### src/rtl/fp_operand_loader.sv
// Byte-serial operand collector for the FP ALU: opcode, operand A, operand B (one byte per beat).
// Define FP_LOADER_CSUM_EN to append an XOR checksum byte that must match before issue.
module fp_operand_loader #(
  parameter int         TIMEOUT    = 1024,
  parameter logic [7:0] UNARY_MASK = 8'b0100_0000
) (
  input  logic        clk,
  input  logic        rst,
  input  logic [7:0]  in_byte,
  input  logic        in_valid,
  input  logic        start,
  input  logic [2:0]  opcode_in,
  output logic [31:0] op_a,
  output logic [31:0] op_b,
  output logic [2:0]  op_code,
  output logic        op_valid,
  input  logic        op_ready,
  output logic        busy,
  output logic [1:0]  byte_cnt,
  output logic        err
);

  localparam int            TW       = (TIMEOUT > 1) ? $clog2(TIMEOUT + 1) : 1;
  localparam logic [TW-1:0] TMO_LAST = TW'(TIMEOUT - 1);

  typedef enum logic [2:0] {
    IDLE,
    LOAD_A,
    LOAD_B,
`ifdef FP_LOADER_CSUM_EN
    CSUM,
`endif
    ISSUE
  } state_t;

`ifdef FP_LOADER_CSUM_EN
  localparam state_t AFTER_OPS = CSUM;
`else
  localparam state_t AFTER_OPS = ISSUE;
`endif

  state_t        state_q, state_d;
  logic [31:0]   op_a_q, op_a_d;
  logic [31:0]   op_b_q, op_b_d;
  logic [2:0]    op_code_q, op_code_d;
  logic [1:0]    byte_cnt_q, byte_cnt_d;
  logic          err_q, err_d;
  logic [TW-1:0] tmo_q, tmo_d;
  logic          restart;
  logic          loading;
  logic          tmo_hit;
  logic          last_byte;

  // Start restarts from any state except ISSUE, where the pair is already committed.
  assign restart   = start && (state_q != ISSUE);
  assign tmo_hit   = (TIMEOUT != 0) && (tmo_q == TMO_LAST);
  assign last_byte = (byte_cnt_q == 2'd3);

`ifdef FP_LOADER_CSUM_EN
  logic [7:0] csum_q, csum_d;
  logic       csum_ok;

  always_comb begin
    csum_d = csum_q;
    if (restart) begin
      csum_d = {5'b0, opcode_in};
    end else if (in_valid && ((state_q == LOAD_A) || (state_q == LOAD_B))) begin
      csum_d = csum_q ^ in_byte;
    end
  end

  assign csum_ok = (in_byte == csum_q);
  assign loading = (state_q == LOAD_A) || (state_q == LOAD_B) || (state_q == CSUM);
`else
  assign loading = (state_q == LOAD_A) || (state_q == LOAD_B);
`endif

  always_comb begin
    state_d    = state_q;
    op_a_d     = op_a_q;
    op_b_d     = op_b_q;
    op_code_d  = op_code_q;
    byte_cnt_d = byte_cnt_q;
    tmo_d      = tmo_q;
    err_d      = 1'b0;

    if (restart) begin
      state_d    = LOAD_A;
      op_code_d  = opcode_in;
      op_a_d     = '0;
      op_b_d     = '0;
      byte_cnt_d = '0;
      tmo_d      = '0;
    end else if (state_q == ISSUE) begin
      // Operands stay frozen; a stray byte here is an overrun.
      err_d = in_valid;
      if (op_ready) begin
        state_d = IDLE;
      end
    end else if (loading) begin
      if (in_valid) begin
        tmo_d = '0;
        if (state_q == LOAD_A) begin
          op_a_d     = {op_a_q[23:0], in_byte};
          byte_cnt_d = byte_cnt_q + 2'd1;
          if (last_byte) begin
            state_d = UNARY_MASK[op_code_q] ? AFTER_OPS : LOAD_B;
          end
        end else if (state_q == LOAD_B) begin
          op_b_d     = {op_b_q[23:0], in_byte};
          byte_cnt_d = byte_cnt_q + 2'd1;
          if (last_byte) begin
            state_d = AFTER_OPS;
          end
        end
`ifdef FP_LOADER_CSUM_EN
        else begin
          if (csum_ok) begin
            state_d = ISSUE;
          end else begin
            state_d = IDLE;
            err_d   = 1'b1;
          end
        end
`endif
      end else if (tmo_hit) begin
        state_d    = IDLE;
        err_d      = 1'b1;
        byte_cnt_d = '0;
        tmo_d      = '0;
      end else begin
        tmo_d = tmo_q + TW'(1);
      end
    end
  end

  always_ff @(posedge clk) begin
    if (rst) begin
      state_q    <= IDLE;
      op_a_q     <= '0;
      op_b_q     <= '0;
      op_code_q  <= '0;
      byte_cnt_q <= '0;
      err_q      <= 1'b0;
      tmo_q      <= '0;
    end else begin
      state_q    <= state_d;
      op_a_q     <= op_a_d;
      op_b_q     <= op_b_d;
      op_code_q  <= op_code_d;
      byte_cnt_q <= byte_cnt_d;
      err_q      <= err_d;
      tmo_q      <= tmo_d;
    end
  end

`ifdef FP_LOADER_CSUM_EN
  always_ff @(posedge clk) begin
    if (rst) begin
      csum_q <= '0;
    end else begin
      csum_q <= csum_d;
    end
  end
`endif

  assign op_a     = op_a_q;
  assign op_b     = op_b_q;
  assign op_code  = op_code_q;
  assign op_valid = (state_q == ISSUE);
  assign busy     = (state_q != IDLE);
  assign byte_cnt = byte_cnt_q;
  assign err      = err_q;

endmodule

### config.mk
export PLATFORM = sky130hd
export DESIGN_NAME = fp_operand_loader
export DESIGN_NICKNAME = d
export VERILOG_FILES = /design/src/rtl/fp_operand_loader.sv
export SDC_FILE = /design/constraint.sdc
export NUM_CORES = 1
export LEC_CHECK = 0
export CAP_MARGIN = 20
export CORE_MARGIN = 5
export CORE_UTILIZATION = 48
export DETAILED_ROUTE_END_ITERATION = 10
export MAX_ROUTING_LAYER = met4
export PLACE_DENSITY = 0.79
export SLEW_MARGIN = 15
export SYNTH_ARGS = -nofsm -noshare
export SYNTH_HDL_FRONTEND = slang
export SYNTH_SLANG_ARGS = --single-unit
### constraint.sdc
create_clock -name clk -period 2.41 [get_ports clk]
set_input_delay 0.3615 -clock clk [delete_from_list [all_inputs] [get_ports clk]]
set_output_delay 0.3615 -clock clk [all_outputs]
set_load 0.02 [all_outputs]
==> results.toml, run 1 <==
[synth]
ys_types = 43
synth_top_flop_cell = "dfxtp_1"
netlist_instances = 399
syn_avg_cell_area_um2 = 8.33
yosysWarnings = 0
syn_area_um2 = 3320
syn_nets = 422
ys_async_sr_fraction_pct = 0
synth-seq-cells = 84
ys_seq_area_share_pct = 50.6
synth-edff-count = 0

[pwr]
powerDensity_nw_per_um2 = 599
vdd_ir_drop_max_v = 0.000368
leakage_nw = 1.44

[die]
fp-row-count = 30
start_util_pct = 49.2
num_io_pins = 88
core_area_um2 = 6760
die_w_um = 93.2
die-area_um2 = 8680
die_h_um = 93.2

[grt]
antenna_found_initial = 0
gr-total-overflow = 0
grt_pass1_vias = 2629
grt_max_degree = 65
grt_usage_pct = 17.7
grt_pass1_wl_um = 12200

[layout]
ff_latch_area_um2 = 1680
fin_area_um2 = 4390
diodes = 0
num-fill-cells = 566
syn2layout_area_growth_pct = 32.1
finish.net_count = 500
post-route-util_pct = 64.9
layout-drive-gt1-share_pct = 6.43
multiInputGateArea_um2 = 1460
stdcell_count = 562

[worst_setup_path]
critPathKind = "reg -> out"
crit_required_ns = 2.05
worst_ep_arrival_time_ns = 1.84
cp-end-kind = "primary output"
crit_fanout = 8
crit_path_start_kind = "flop"

[routing]
drtIter0Drc = 178
ant_nets = 0
vias_per_cell = 5.08
via_count = 2856
dr.pass1.iters = 4
wl_per_cell_um = 13.2
drc = 0
wirelength_um = 7440

[worst_hold_path]
min_path_type = "reg -> reg"

[sta]
final_hold_viol_count = 0
setup_viol = 0
rsz0062_at_grt = "no"
timing.fmax_mhz = 453
maxSlewViolCount = 0
worstMarginPinSlew_ns = 0.366
fin_crit_sh_pct = 91.5
slew_headroom_pct = 75.6
setup_ws_ns = 0.205
final.setup_skew_ns = 0.00834
period_needed_ns = 2.21
fin_setup_tns_ns = 0

[outcome]
status = "finished clean"

[cts]
clk_latency_ns = 0.35
post-cts-setup-buffers = 0
cts_max_path_buffers = 2
path_clk_slew_ns = 0.09
hold_buffers = 0
numCtsBuffers = 9
cts_htree_levels = 3
cts_tree = "done"
cts-root-buf = "clkbuf_8"
cts.repair.resized = 0
cts_sinks = 84

[place]
dpl_cell_area_um2 = 4200
portBuffers = 87
gp_congestion = 0.792
dp_slack_ns = 0.355
dp.cells = 546
hpwl_um = 5260

[flow_run]
cap_viol_max_count = 0
## cell type report
| type | instances | share of cell area [%] |
|---|---|---|
| clock buffer | 9 | 2.82 |
| clock inverter | 7 | 1.34 |
| inverter | 6 | 0.513 |
| multi-input combinational | 283 | 33.3 |
| sequential | 84 | 38.3 |
| tap | 80 | 2.28 |
| timing repair buffer | 93 | 21.4 |
## worst max-delay path, cell delays in order, from the launching register on
cell             delay, ns
dfxtp_1               0.46
ha_1                  0.37
clkdlybuf4s50_1       0.67
## flip-flops by register name, indices dropped and copies added (netlist names), named ones only
| register | cells |
|---|---|
| op_a | 32 |
| byte_cnt | 2 |
| tmo_q | 11 |
| err | 1 |
| op_b | 32 |
| state_q | 2 |
| op_code | 3 |
## power breakdown
part | switching [mW] | internal [mW] | total [mW]
clock network | 0.529 | 0.390 | 0.919
registers | 0.0172 | 1.40 | 1.42
logic | 0.178 | 0.111 | 0.289
total | 0.723 | 1.91 | 2.63
## metal layers
| metal | wire, µm | up-vias | GRT usage (%) |
|---|---|---|---|
| met5 | 0 | - | - |
| li1 | - | 1460 | - |
| met2 | 3600 | 74 | 28.8 |
| met1 | 3310 | 1315 | 21.8 |
| met4 | 87 | 0 | 6.23 |
| met3 | 437 | 7 | 3.94 |
## placed cells by master, fill, tap and decap left out, drive strengths merged, types with 2 or more instances in the layout
master / instances
nand2: 134
clkdlybuf4s50: 87
dfxtp: 84
a21oi: 64
nor2: 23
clkbuf: 9
inv: 9
ha: 7
xnor2: 6
buf: 6
xor2: 4
mux2i: 4
and2: 3
nor3: 3
nand4: 3
nor4: 3
clkinv: 3
nor2b: 2
or2: 2
nand3b: 2
nand3: 2
o31ai: 2
nor3b: 2
nand4b: 2
a31o: 2
## path summary, 6_finish.rpt
kind / depth (start not counted) / slack [ns] / endpoint / startpoint
min reg2reg: 2 / 0.46 / op_b[29] / op_b[29]
min: 2 / 0.46 / op_b[29] / op_b[29]
max: 2 / 0.20 / op_valid / state_q[0]
max reg2reg: 7 / 0.34 / op_b[13] / state_q[0]
## synthesized netlist by cell type, types with 4 or more instances
library cell  instances  area, µm²
nand2_1             134        503
dfxtp_1              84       1680
a21oi_1              64        320
nor2_1               22       82.6
buf_2                 9       45.0
clkbuf_1              8       30.0
ha_1                  7       87.6
inv_1                 6       22.5
xnor2_1               6       52.6
buf_6                 5       56.3
mux2i_1               4       40.0
xor2_1                4       35.0
## cells by family (layout without fill, tap and decap cells)
logic type / count (synthesis) / in the layout / share of synthesized area, %
compound gates: 76 / 76 / 12.5
xor+xnor: 10 / 10 / 2.64
fa+ha+maj: 7 / 7 / 2.64
buf+inv: 32 / 115 / 5.46
flops: 84 / 84 / 50.6
mux: 4 / 4 / 1.21
simple gates: 186 / 186 / 24.9
## metrics by stage
stage          hold WS (ns)  power [mW]
2_1_floorplan         0.487        1.65
3_3_place_gp          0.441        1.74
3_5_place_dp          0.446        1.74
4_1_cts               0.459        2.65
5_1_grt               0.480        2.74
6_report              0.456        2.63
(Power assumes the default switching activity.)
==> run 2, diff against run 1 <==
Settings changed: CORE_MARGIN 5 to 4, PLACE_DENSITY 0.79 to default, PLACE_DENSITY_LB_ADDON from default to 0.25.
==> run 2 against run 1 <==
  * Worst setup slack improved by 0.056 ns
  * Core utilization up 0.48 points
  * Worst hold slack got worse by 0.00066 ns
  * Critical path depth stayed put
  * Clock skew fell by 0.0040 ns
  * Sequential power about the same
  * Combinational power hardly changed
  * Non-clock buffer count up 1
  * Critical path type unchanged
  * Critical endpoint unchanged
  * Largest power group unchanged
==> results.toml, run 2 (synthesis results as in run 1) <==
[cts]
cts_htree_levels = 3
post-cts-setup-buffers = 0
clk_latency_ns = 0.34
cts_sinks = 84
cts_max_path_buffers = 2
numCtsBuffers = 9
hold_buffers = 0
path_clk_slew_ns = 0.08
cts-root-buf = "clkbuf_8"
cts_tree = "done"
cts.repair.resized = 0

[flow_run]
cap_viol_max_count = 0

[pwr]
finalPower_mw = 2.78
p_int_mw = 2.08
leakage_nw = 1.46
powerDensity_nw_per_um2 = 629
p_sw_uw = 696
vdd_ir_drop_max_v = 0.000382
p_sw_share_pct = 25.1
p_seq_share_pct = 51.1
pwr-share-comb_pct = 10.4
power_frac_clock_pct = 38.6

[sta]
fin_setup_tns_ns = 0
final.setup_skew_ns = 0.00438
maxSlewViolCount = 0
final_hold_viol_count = 0
period_needed_ns = 2.15
setup_viol = 0
slew_headroom_pct = 57.5
worstMarginPinSlew_ns = 0.638
timing.fmax_mhz = 465
setup_ws_ns = 0.261
fin_crit_sh_pct = 89.2
rsz0062_at_grt = "no"

[routing]
wl_per_cell_um = 12.9
vias_per_cell = 5.07
ant_nets = 0
via_count = 2853
wirelength_um = 7260
dr.pass1.iters = 4
drtIter0Drc = 158
drc = 0

[grt]
grt_pass1_wl_um = 12100
grt_usage_pct = 18.1
grt_pass1_vias = 2689
grt_max_degree = 65
antenna_found_initial = 0
gr-total-overflow = 0

[place]
dpl_cell_area_um2 = 4200
dp_slack_ns = 0.349
gp_congestion = 0.869
portBuffers = 87
hpwl_um = 5060
dp.cells = 547

[die]
start_util_pct = 49.2
fp-row-count = 30
die_h_um = 91.2
die-area_um2 = 8320
num_io_pins = 88
core_area_um2 = 6760
die_w_um = 91.2

[layout]
final_cell_mix = "134 x nand2_1, 87 x clkdlybuf4s50_1, 84 x dfxtp_1"
final_common_cell = "nand2_1"
num-fill-cells = 586
diodes = 0
stdcell_count = 563
fin_area_um2 = 4420
finish.net_count = 501
syn2layout_area_growth_pct = 33.0
layout-drive-gt1-share_pct = 6.63

[worst_setup_path]
crit_fanout = 8
critPathKind = "reg -> out"
worst_ep_arrival_time_ns = 1.79
crit_required_ns = 2.05
cp-end-kind = "primary output"
reg2reg_from = "state_q[0]"
crit_path_start_kind = "flop"
critPathLaunch = "state_q[0]"

[worst_hold_path]
min_path_type = "reg -> reg"
min-delay-start = "op_b[29]"

[outcome]
status = "finished clean"
[run 2: cell types whose count changed in the layout (fill, tap and decap cells not counted), sizes merged]
| cell | previous run | this run |
|---|---|---|
| clkinv | 3 | 1 |
| bufinv | 0 | 1 |
| buf | 6 | 7 |
| inv | 9 | 7 |
| clkbuf | 9 | 12 |
[run 2: per-stage QoR]
step | util (%) | hold slack (ns)
after floorplan | - | 0.487
after global placement | 62.1 | 0.441
after detailed placement | 62.1 | 0.446
after CTS | 65.4 | 0.457
after global routing | 65.4 | 0.484
final | 65.4 | 0.455
[run 2: worst paths after layout]
| kind | endpoint | slack (ns) | cells past startpoint |
|---|---|---|---|
| max | op_valid | 0.26 | 2 |
| min reg2reg | op_b[29] | 0.46 | 2 |
| min | op_b[29] | 0.46 | 2 |
| max reg2reg | op_b[16] | 0.37 | 7 |
[run 2: layout make-up]
| cell class | instances | area, µm² | area share, % |
|---|---|---|---|
| Sequential cell | 84 | 1680 | 38.1 |
| Inverter | 6 | 22.5 | 0.510 |
| Multi-Input combinational cell | 283 | 1460 | 33.0 |
| Timing Repair Buffer | 94 | 936 | 21.2 |
| Clock buffer | 12 | 165 | 3.74 |
| Clock inverter | 4 | 55.1 | 1.25 |
| Tap cell | 80 | 100 | 2.27 |
[run 2: metal layers]
metal,wire length [µm],track usage (%),up-vias
li1,-,-,1460
met1,3130,21.3,1296
met2,3640,30.5,84
met3,364,3.40,13
met4,127,7.41,0
met5,0,-,-
[run 2: critical path, cell delays in order (launching register included)]
cell and delay [ns]:
dfxtp_1 0.44, ha_1 0.34, clkdlybuf4s50_1 0.66
[run 2: power by group through the flow]
stage,clock network [mW],logic (mW),registers (mW)
after detailed placement,0,0.288,1.45
after floorplan,0,0.191,1.46
after CTS,1.10,0.289,1.42
after global placement,0,0.286,1.45
final,1.07,0.288,1.42
after global routing,1.15,0.315,1.42
==> run 3, diff against run 2 <==
Settings changed: CORE_MARGIN 4 to 1.5, REMOVE_ABC_BUFFERS from default to 1, TNS_END_PERCENT from default to 10.
==> run 3 against run 2 <==
  * Fmax shrank 0.53%
  * Via count grew 1.5%
  * Routed wire length shrank 2.0%
  * Largest power group unchanged
==> results.toml, run 3 (synthesis results as in run 1) <==
[worst_hold_path]
min-delay-start = "op_a[29]"
whs_endpoint = "op_a[29]"
whs_path_depth = 2
min_path_type = "reg -> reg"

[cts]
cts_sinks = 84
cts_tree = "done"
cts_htree_levels = 3
cts.repair.resized = 0
cts_max_path_buffers = 2
hold_buffers = 0
numCtsBuffers = 9
cts-root-buf = "clkbuf_8"
clk_latency_ns = 0.35
post-cts-setup-buffers = 0
path_clk_slew_ns = 0.08

[pwr]
pwr-share-comb_pct = 10.3
vdd_ir_drop_max_v = 0.000372
p_int_mw = 2.11
power_frac_clock_pct = 39.4
p_sw_share_pct = 25.3
p_seq_share_pct = 50.3
leakage_nw = 1.47
powerDensity_nw_per_um2 = 637
p_sw_uw = 712

[sta]
period_needed_ns = 2.16
rsz0062_at_grt = "no"
worstMarginPinSlew_ns = 0.408
slew_headroom_pct = 72.8
timing.fmax_mhz = 463
setup_ws_ns = 0.249
maxSlewViolCount = 0
fin_crit_sh_pct = 89.6
final_hold_viol_count = 0
worst_hold_slack_ns = 0.455
final.setup_skew_ns = 0.00724
setup_viol = 0

[worst_setup_path]
ff2ff_setup_slack_ns = 0.30
worst_ep_arrival_time_ns = 1.80
crit_required_ns = 2.05
reg2reg_from = "state_q[0]"
crit_chain = "ha_1 -> clkdlybuf4s50_1"
reg2reg_depth = 6
crit_fanout = 8
crit_path_start_kind = "flop"
slowest_delay_ns = 0.66
slowest_stage = "clkdlybuf4s50_1"
r2r-end = "state_q[0]"
cp-end-kind = "primary output"
critPathKind = "reg -> out"

[grt]
grt_pass1_wl_um = 11900
grt_usage_pct = 20.8
gr-total-overflow = 0
grt_max_degree = 42
grt_pass1_vias = 2669
antenna_found_initial = 0

[place]
hpwl_um = 4920
dp_slack_ns = 0.346
gp_congestion = 0.868
portBuffers = 87

[layout]
ff_latch_area_um2 = 1680
final_common_cell = "nand2_1"
final_cell_mix = "134 x nand2_1, 87 x clkdlybuf4s50_1, 84 x dfxtp_1"
syn2layout_area_growth_pct = 33.3
diodes = 0
finish.net_count = 502
layout-drive-gt1-share_pct = 6.82
multiInputGateArea_um2 = 1460
num-fill-cells = 569

[die]
die_h_um = 86.2
fp-row-count = 30
core_area_um2 = 6760
start_util_pct = 49.2
die-area_um2 = 7430
die_w_um = 86.2
num_io_pins = 88

[routing]
wirelength_um = 7120
via_count = 2896
drtIter0Drc = 115
vias_per_cell = 5.13
wl_per_cell_um = 12.6
drc = 0
ant_nets = 0
dr.pass1.iters = 4

[outcome]
status = "finished clean"

[flow_run]
cap_viol_max_count = 0
-- run 3: cell count changes in the layout (fill, tap and decap cells not counted) --
cell,previous run,this run
clkinv_2,0,1
bufinv_16,1,2
clkbuf_8,12,9
buf_4,6,7
inv_6,1,2
-- run 3: worst max-delay path, delay by kind of cell, from the launching register on --
| family | cells | cell delay, ns |
|---|---|---|
| buffers and inverters | 1 | 0.66 |
| adder cells (fa/ha/maj) | 1 | 0.35 |
| flip-flops | 1 | 0.43 |
-- run 3: per-layer routing --
metal / wire, µm / track usage, % / part of all wire (%)
met1: 3150 / 25.3 / 44
met2: 3470 / 33.1 / 49
met3: 346 / 4.86 / 4.9
met4: 146 / 9.38 / 2.1
met5: 0 / - / 0
-- run 3: area by class of cell --
cell class	instances	share of cell area, %
Inverter	6	0.508
Tap cell	80	2.26
Clock inverter	7	2.23
Multi-Input combinational cell	283	32.9
Sequential cell	84	38.0
Timing Repair Buffer	95	21.3
Clock buffer	9	2.80
-- run 3: worst max path at each step --
stage / startpoint / to / slack (ns) / cells after the start
after floorplan: state_q[0] / tmo_q[0] / -0.32 / 5
after global placement: in_valid / op_b[5] / 0.43 / 6
after detailed placement: in_valid / op_b[25] / 0.35 / 6
after CTS: state_q[0] / op_valid / 0.25 / 2
after global routing: state_q[0] / op_b[0] / 0.13 / 7
final: state_q[0] / op_valid / 0.25 / 2
-- run 3: through the flow --
step                      cells  setup TNS (ns)  cell area, µm²  utilization [%]  power (mW)
final                       564               0            4430             65.6        2.82
after global routing        564               0            4430             65.6        2.94
after CTS                   564               0            4430             65.6        2.85
after detailed placement    548               0            4210             62.3        1.74
after global placement      548               0            4210             62.3        1.74
after floorplan             373           -8.37            3160                -        1.62
-- run 3: power by group through the flow --
stage	Sequential, mW	Combinational [mW]	Clock, mW
6_report	1.42	0.291	1.11
5_1_grt	1.42	0.320	1.20
4_1_cts	1.42	0.292	1.14
3_5_place_dp	1.45	0.290	0
3_3_place_gp	1.45	0.287	0
2_1_floorplan	1.46	0.161	0
